`config.mk`:
```
export PLATFORM = sky130hd
export DESIGN_NAME = pipe_stage_skid
export DESIGN_NICKNAME = d
export VERILOG_FILES = /design/src/rtl/pipe_pkg.sv /design/src/rtl/pipe_slot.sv /design/src/rtl/pipe_stage_skid.sv
export SDC_FILE = /design/constraint.sdc
export NUM_CORES = 1
export LEC_CHECK = 0
export BUFFER_PORTS_ARGS = -buffer_cell sky130_fd_sc_hd__buf_2
export CORE_ASPECT_RATIO = 0.7
export CORE_MARGIN = 1
export CORE_UTILIZATION = 25
export CTS_CLUSTER_SIZE = 28
export DETAILED_ROUTE_END_ITERATION = 10
export PLACE_DENSITY = 0.4
export SLEW_MARGIN = 25
export SYNTH_ARGS = -nofsm -noshare
export SYNTH_HDL_FRONTEND = slang
export SYNTH_HIERARCHICAL = 1
export SYNTH_SLANG_ARGS = --single-unit
```
`constraint.sdc`:
```
create_clock -name CLK -period 3.5 [get_ports CLK]
set_clock_uncertainty 0.2 [all_clocks]
set_input_delay 0.7 -clock CLK [delete_from_list [all_inputs] [get_ports CLK]]
set_output_delay 0.7 -clock CLK [all_outputs]
set_load 0.05 [all_outputs]
```
`src/rtl/pipe_pkg.sv`:
```
// Shared defaults for the pipeline register stage: field widths, ctrl-bit indices
// and the default mask of ctrl bits that must read 0 on a bubble.
package pipe_pkg;

   localparam int unsigned DATA_W_DEF = 64;
   localparam int unsigned CTRL_W_DEF = 2;
   localparam int unsigned REG_W_DEF  = 5;

   localparam int unsigned CTRL_REGWRITE = 0;
   localparam int unsigned CTRL_MEMTOREG = 1;

   // Only RegWrite can corrupt architectural state if it leaks out of a bubble.
   localparam logic [CTRL_W_DEF-1:0] KILL_MASK_DEF = CTRL_W_DEF'(1 << CTRL_REGWRITE);

endpackage

```
`src/rtl/pipe_slot.sv`:
```
// One storage slot: valid bit plus ctrl/data/WriteReg payload.
// clear drops only the valid bit so the payload keeps its last contents.
module pipe_slot #(
   parameter int unsigned DATA_W = pipe_pkg::DATA_W_DEF,
   parameter int unsigned CTRL_W = pipe_pkg::CTRL_W_DEF,
   parameter int unsigned REG_W  = pipe_pkg::REG_W_DEF
) (
   input  logic              CLK,
   input  logic              RSTn,
   input  logic              load,
   input  logic              clear,
   input  logic [CTRL_W-1:0] d_ctrl,
   input  logic [DATA_W-1:0] d_data,
   input  logic [REG_W-1:0]  d_wreg,
   output logic              valid,
   output logic [CTRL_W-1:0] ctrl,
   output logic [DATA_W-1:0] data,
   output logic [REG_W-1:0]  wreg
);

   always_ff @(posedge CLK) begin
      if (!RSTn) begin
         valid <= 1'b0;
         ctrl  <= '0;
         data  <= '0;
         wreg  <= '0;
      end else if (clear) begin
         valid <= 1'b0;
      end else if (load) begin
         valid <= 1'b1;
         ctrl  <= d_ctrl;
         data  <= d_data;
         wreg  <= d_wreg;
      end
   end

endmodule

```
`src/rtl/pipe_stage_skid.sv`:
```
// Valid/ready pipeline register with a one-entry skid buffer, flush, bubble masking of
// selected ctrl bits and a saturating backpressure counter.
module pipe_stage_skid
   import pipe_pkg::*;
#(
   parameter int unsigned       DATA_W    = DATA_W_DEF,
   parameter int unsigned       CTRL_W    = CTRL_W_DEF,
   parameter int unsigned       REG_W     = REG_W_DEF,
   parameter logic [CTRL_W-1:0] KILL_MASK = CTRL_W'(KILL_MASK_DEF)
) (
   input  logic              CLK,
   input  logic              RSTn,
   input  logic              in_valid,
   output logic              in_ready,
   input  logic [CTRL_W-1:0] in_ctrl,
   input  logic [DATA_W-1:0] in_data,
   input  logic [REG_W-1:0]  in_WriteReg,
   input  logic              flush,
   output logic              out_valid,
   input  logic              out_ready,
   output logic [CTRL_W-1:0] out_ctrl,
   output logic [DATA_W-1:0] out_data,
   output logic [REG_W-1:0]  out_WriteReg,
   output logic [15:0]       stall_cnt
);

   logic              main_valid, skid_valid;
   logic [CTRL_W-1:0] main_ctrl, skid_ctrl, main_d_ctrl;
   logic [DATA_W-1:0] main_data, skid_data, main_d_data;
   logic [REG_W-1:0]  main_wreg, skid_wreg, main_d_wreg;
   logic              accept, drain;
   logic              main_load, main_clear, skid_load, skid_clear;

   // skid_valid is a flop output, so in_ready never depends on out_ready combinationally.
   assign in_ready = ~skid_valid;
   assign accept   = in_valid & in_ready & ~flush;
   assign drain    = main_valid & out_ready;

   always_comb begin
      main_load  = 1'b0;
      main_clear = 1'b0;
      skid_load  = 1'b0;
      skid_clear = 1'b0;
      if (flush) begin
         main_clear = 1'b1;
         skid_clear = 1'b1;
      end else if (drain) begin
         skid_clear = 1'b1;
         if (skid_valid || accept) begin
            main_load = 1'b1;
         end else begin
            main_clear = 1'b1;
         end
      end else if (accept) begin
         if (main_valid) begin
            skid_load = 1'b1;
         end else begin
            main_load = 1'b1;
         end
      end
   end

   // A full skid forces in_ready low, so skid and input never compete for main.
   always_comb begin
      main_d_ctrl = in_ctrl;
      main_d_data = in_data;
      main_d_wreg = in_WriteReg;
      if (skid_valid) begin
         main_d_ctrl = skid_ctrl;
         main_d_data = skid_data;
         main_d_wreg = skid_wreg;
      end
   end

   pipe_slot #(
      .DATA_W (DATA_W),
      .CTRL_W (CTRL_W),
      .REG_W  (REG_W)
   ) u_main (
      .CLK    (CLK),
      .RSTn   (RSTn),
      .load   (main_load),
      .clear  (main_clear),
      .d_ctrl (main_d_ctrl),
      .d_data (main_d_data),
      .d_wreg (main_d_wreg),
      .valid  (main_valid),
      .ctrl   (main_ctrl),
      .data   (main_data),
      .wreg   (main_wreg)
   );

   pipe_slot #(
      .DATA_W (DATA_W),
      .CTRL_W (CTRL_W),
      .REG_W  (REG_W)
   ) u_skid (
      .CLK    (CLK),
      .RSTn   (RSTn),
      .load   (skid_load),
      .clear  (skid_clear),
      .d_ctrl (in_ctrl),
      .d_data (in_data),
      .d_wreg (in_WriteReg),
      .valid  (skid_valid),
      .ctrl   (skid_ctrl),
      .data   (skid_data),
      .wreg   (skid_wreg)
   );

   assign out_valid    = main_valid;
   assign out_ctrl     = main_valid ? main_ctrl : (main_ctrl & ~KILL_MASK);
   assign out_data     = main_data;
   assign out_WriteReg = main_wreg;

   always_ff @(posedge CLK) begin
      if (!RSTn) begin
         stall_cnt <= '0;
      end else if (main_valid && !out_ready && stall_cnt != 16'hFFFF) begin
         stall_cnt <= stall_cnt + 16'd1;
      end
   end

endmodule

```
## Word level (Yosys, flattened, before mapping)

Index checks and enable logic that the tools add are counted.

- Add/subtract/negate cells: 1
- Equality and inequality tests: 1
- Multiplexer cells: 18
- Bitwise operators: 8
- Reductions and logical operators: 8

Operators by type and width:

| operator | number |
|---|---|
| 64-bit 2-to-1 mux | 1 |
| 16-bit by 1-bit adder with 16-bit output, second input constant | 1 |
| 16-bit != test, second input constant | 1 |
| 1-bit 2-to-1 mux | 15 |
| 5-bit 2-to-1 mux | 1 |
| 1-bit NOT | 5 |
| 2-bit AND reduction | 2 |
| 2-bit OR reduction | 2 |
| 1-bit AND | 3 |
| 1-bit logical AND | 2 |
| 2-bit 2-to-1 mux | 1 |
| 1-bit logical NOT | 1 |
| 1-bit logical OR | 1 |

- Output and inout bits: 89
- Input port bits: 76
- Flip-flop bits (word level): 160
- Logic and storage cells: 45

## Longest topological paths before layout

- Depth after elaboration: 9
- Depth in mapped cells: 7
- Mapped depth without buffers: 5

## Modules after synthesis

Netlist, hierarchy kept.

Modules (own cells, without submodules):

| module | seq. area each (um^2) | instances | cells each | area each (um^2) |
|---|---|---|---|---|
| pipe_slot | 1,441.4 | 2 | 312 | 2,980.4 |
| pipe_stage_skid | 320.3 | 1 | 183 | 1,741.7 |

## Least setup slack after synthesis

No wires, ideal clock.

- Path type: register to register
- Start point: register u_main.valid
- End point: register u_skid.ctrl[0]
- Setup slack: 1.200 ns
- Period minus slack after synthesis: 2.300 ns
- Buffers on the path: 2
- Stages on the path, launching flop included: 7
- Required time: 3.228 ns
- Data arrival time: 2.028 ns
- Library setup time: 0.072 ns
- Cells stage by stage: dfxtp_1 > or2b_1 > nor4b_1 > nor2b_4 > buf_12 > buf_12 > mux2i_1

- Cells in the longest elaborated chain, start to end: 5
- Elaborated cells between the ends (all ways): 9
- Classes of those cells: mux: 6; bitwise: 2; reduce/logical: 1

Ends and longest elaborated chain:

| element | line | RTL |
|---|---|---|
| start: declaration | pipe_slot.sv:15 | `output logic valid,` |
| start signal: assignment | pipe_slot.sv:23 | `valid <= 1'b0;` |
| start signal: assignment | pipe_slot.sv:28 | `valid <= 1'b0;` |
| start signal: assignment | pipe_slot.sv:30 | `valid <= 1'b1;` |
| 1-bit 2-to-1 mux | pipe_stage_skid.sv:55 | `if (main_valid) begin` |
| 1-bit 2-to-1 mux | pipe_stage_skid.sv:54 | `end else if (accept) begin` |
| 1-bit 2-to-1 mux (*) | pipe_stage_skid.sv:47 | `end else if (drain) begin` |
| 1-bit 2-to-1 mux (*) | pipe_stage_skid.sv:44 | `if (flush) begin` |
| named net skid_load | pipe_stage_skid.sv:32 | `logic main_load, main_clear, skid_load, skid_clear;` |
| 2-bit AND reduction (no source line) (*) | -- |  |
| end signal: assignment | pipe_slot.sv:31 | `ctrl <= d_ctrl;` |
| end: declaration | pipe_slot.sv:16 | `output logic [CTRL_W-1:0] ctrl,` |

The timed path passes the listed nets; every way through them passes the cells marked *.
A chain may end at the register's enable or synchronous reset.

## Worst setup path after layout

- Start point: register u_skid.valid
- End point: output in_ready

- Cells in the longest elaborated chain, start to end: 1

Ends and longest elaborated chain:

| element | line | RTL |
|---|---|---|
| start: declaration | pipe_slot.sv:15 |  |
| start signal: assignment | pipe_slot.sv:23 |  |
| start signal: assignment | pipe_slot.sv:28 |  |
| start signal: assignment | pipe_slot.sv:30 |  |
| 1-bit NOT | pipe_stage_skid.sv:35 | `assign in_ready = ~skid_valid;` |
| end: declaration | pipe_stage_skid.sv:14 | `output logic in_ready,` |

Every way passes these cells.

==> results.yml <==
final_layout:
  drive_gt1_share_pct: 22.8
  fillers: 3208
  instances_no_fill: 1363
  antenna_cells: 0
  nNetsFinal: 1015
  area.growth.synth_to_final_pct: 19.3
  final_area_um2: 9190
  finish.utilization_pct: 30.5
global_route:
  grt_pass1_wl_mm: 30.2
  grt-ovfl-total: 0
  track_usage_pct: 12.5
  grt_pass1_vias: 5472
  grt_max_degree: 131
  antenna_found_initial: 0
synth:
  netlist_top_cells_count: "nand2_1, dfxtp_1, mux2i_1"
  synth_edf_count: 0
  synth_area_um2: 7700
  post-synth-top-count-cell: "nand2_1"
  postSynthCellCount: 807
  synth_flop_cell: "dfxtp_1"
  async_flop_share_pct: 0
  synth_seq_cells: 160
  synth_warnings: 6
  yosysSeqAreaShare_pct: 41.6
  yosysTopAreaCell: "dfxtp_1"
  synth_cell_types: 48
  yosysTopAreaCellShare_pct: 41.6
  synth.avg_cell_area_um2: 9.54
  synthesis.nets: 884
  synth.area.top_cells: "dfxtp_1, mux2i_1, nand2_1"
worst_hold_path:
  min_to: "u_main/data[44]$_SDFFE_PN0P_"
  whs_path_depth: 2
  hold_path_class: "flip-flop to flip-flop"
  hp-start: "u_main/data[44]$_SDFFE_PN0P_"
clock_network:
  clk_latency_ns: 0.45
  clockBufferDepth: 2
  cts_buffers: 17
  ctsHoldBuffers: 0
  cts.sinks: 160
  path_clk_slew_ns: 0.07
  root_buffer: "clkbuf_16"
  htree_levels: 4
  tritoncts: "done"
  cts-resized-gates: 0
  postCtsSetupBuffers: 0
placed_design:
  place_congestion: 0.665
  port-buffer-count: 164
  placed_cells: 1331
  place_hpwl_mm: 11.8
  post_dp_cell_area_um2: 8590
route:
  wl_per_cell_um: 13.9
  drt_iter0_markers: 243
  drt-vias-per-instance: 4.15
  drt-total-wl_mm: 18.9
  ant_nets: 0
  drc_errors: 0
  first_pass_iters: 4
  vias: 5658
setup_path:
  slowest_stage: "dfxtp_4"
  required_ns: 2.60
  rr_worst_depth: 5
  r2r_slack_ns: 0.90
  critPathMaxFanout: 41
  crit_family: "buffers and inverters"
  arrival_ns: 2.10
  r2r_start: "u_skid/valid$_SDFFE_PP0P_"
  path_buf_inv: 3
  end_kind: "primary output"
  path_cells: "buf_4 -> inv_2 -> buf_2"
  max_stage_delay_ns: 0.73
  critPathKind: "flip-flop to primary output"
  crit_path_start_kind: "flip-flop"
  rr_endpoint: "u_main/data[24]$_SDFFE_PN0P_"
die:
  fp.dieW_um: 212
  start_util_pct: 25.5
  die_y_um: 149
  rows: 53
  dieArea_um2: 31500
  ios: 165
  core_area_um2: 30200
power:
  power.density_nw_per_um2: 461
  ir_worst_vdd_mv: 0.238
  leakage_nw: 3.63
sta:
  hold_violations: 0
  slew_headroom_pct: 55.6
  fmax_mhz: 334
  fin_crit_sh_pct: 85.6
  tightest_slew_ns: 0.663
  finalSetupTns_ns: 0
  hold_ws_ns: 0.252
  slew_violations: 0
  setup_violations: 0
  min_period_ns: 3.00
  rsz0062_at_grt: "false"
run_status:
  outcome: "finished clean"
flow_run:
  maxCapViolations: 0
kinds of logic after synthesis:
group	Yosys count	share of synthesized area, %
flops	160	41.6
buf+inv	63	7.94
compound gates	24	2.05
fa+ha+maj	1	0.162
mux	218	29.5
simple gates	341	18.8
power by group:
part	switching [mW]	internal, mW	total (mW)
combinational	0.257	0.130	0.387
sequential	0.0174	1.85	1.87
clock	0.855	1.13	1.99
total	1.13	3.11	4.24
registers in the layout, summed over array words and instances, names as in the netlist:
signal        cells
u_skid/valid      1
u_main/ctrl       2
u_main/wreg       5
u_main/valid      1
u_main/data      64
u_skid/data      64
u_skid/ctrl       2
u_skid/wreg       5
stall_cnt        16
worst max path at each step:
stage,start,endpoint,slack [ns],depth (start not counted)
floorplan,u_main/valid$_SDFFE_PP0P_,u_skid/ctrl[0]$_SDFFE_PN0P_,1.20,6
global placement,out_ready,u_main/data[16]$_SDFFE_PN0P_,0.81,6
detailed placement,out_ready,u_main/data[24]$_SDFFE_PN0P_,0.75,6
CTS,u_skid/valid$_SDFFE_PP0P_,in_ready,0.39,3
global route,u_skid/valid$_SDFFE_PP0P_,in_ready,0.32,3
finish,u_skid/valid$_SDFFE_PP0P_,in_ready,0.50,3
worst reg2reg max path: stages (launching register included):
cell and delay [ns]:
dfxtp_4 0.73, nor2_1 0.14, a2111oi_0 0.56, nor2b_4 0.34
buf_12 0.30, mux2i_1 0.26
cell type report:
class	count	area [µm²]	share of cell area (%)
Timing Repair Buffer	172	965	10.5
Sequential cell	160	3210	34.9
Clock buffer	17	425	4.63
Multi-Input combinational cell	584	3890	42.3
Clock inverter	15	181	1.97
Tap cell	412	515	5.61
Inverter	3	11.3	0.122
metrics by stage:
step,setup slack (ns),power (mW)
2_1_floorplan,1.20,2.21
3_3_place_gp,0.808,2.30
3_5_place_dp,0.755,2.30
4_1_cts,0.395,4.34
5_1_grt,0.317,4.45
6_report,0.504,4.24
layout by cell type, fill, tap and decap left out, types with 4 or more instances in the layout:
| cell | count |
|---|---|
| nand2_1 | 293 |
| buf_2 | 163 |
| dfxtp_1 | 159 |
| mux2i_1 | 147 |
| mux2_1 | 71 |
| clkbuf_16 | 17 |
| a21oi_1 | 8 |
| nor2_1 | 7 |
| buf_12 | 6 |
| nand4_1 | 5 |
| nand3_1 | 5 |
| o21ai_1 | 4 |
| inv_6 | 4 |
metal layers:
layer | track usage [%] | wire length (µm) | part of all wire [%] | vias up
li1 | - | - | - | 2971
met1 | 17.4 | 10100 | 54 | 2573
met2 | 17.7 | 7630 | 40 | 99
met3 | 3.71 | 884 | 4.7 | 15
met4 | 5.43 | 265 | 1.4 | 0
met5 | 0 | 0 | 0 | -
Note: power is estimated with default switching activity, not from simulation.
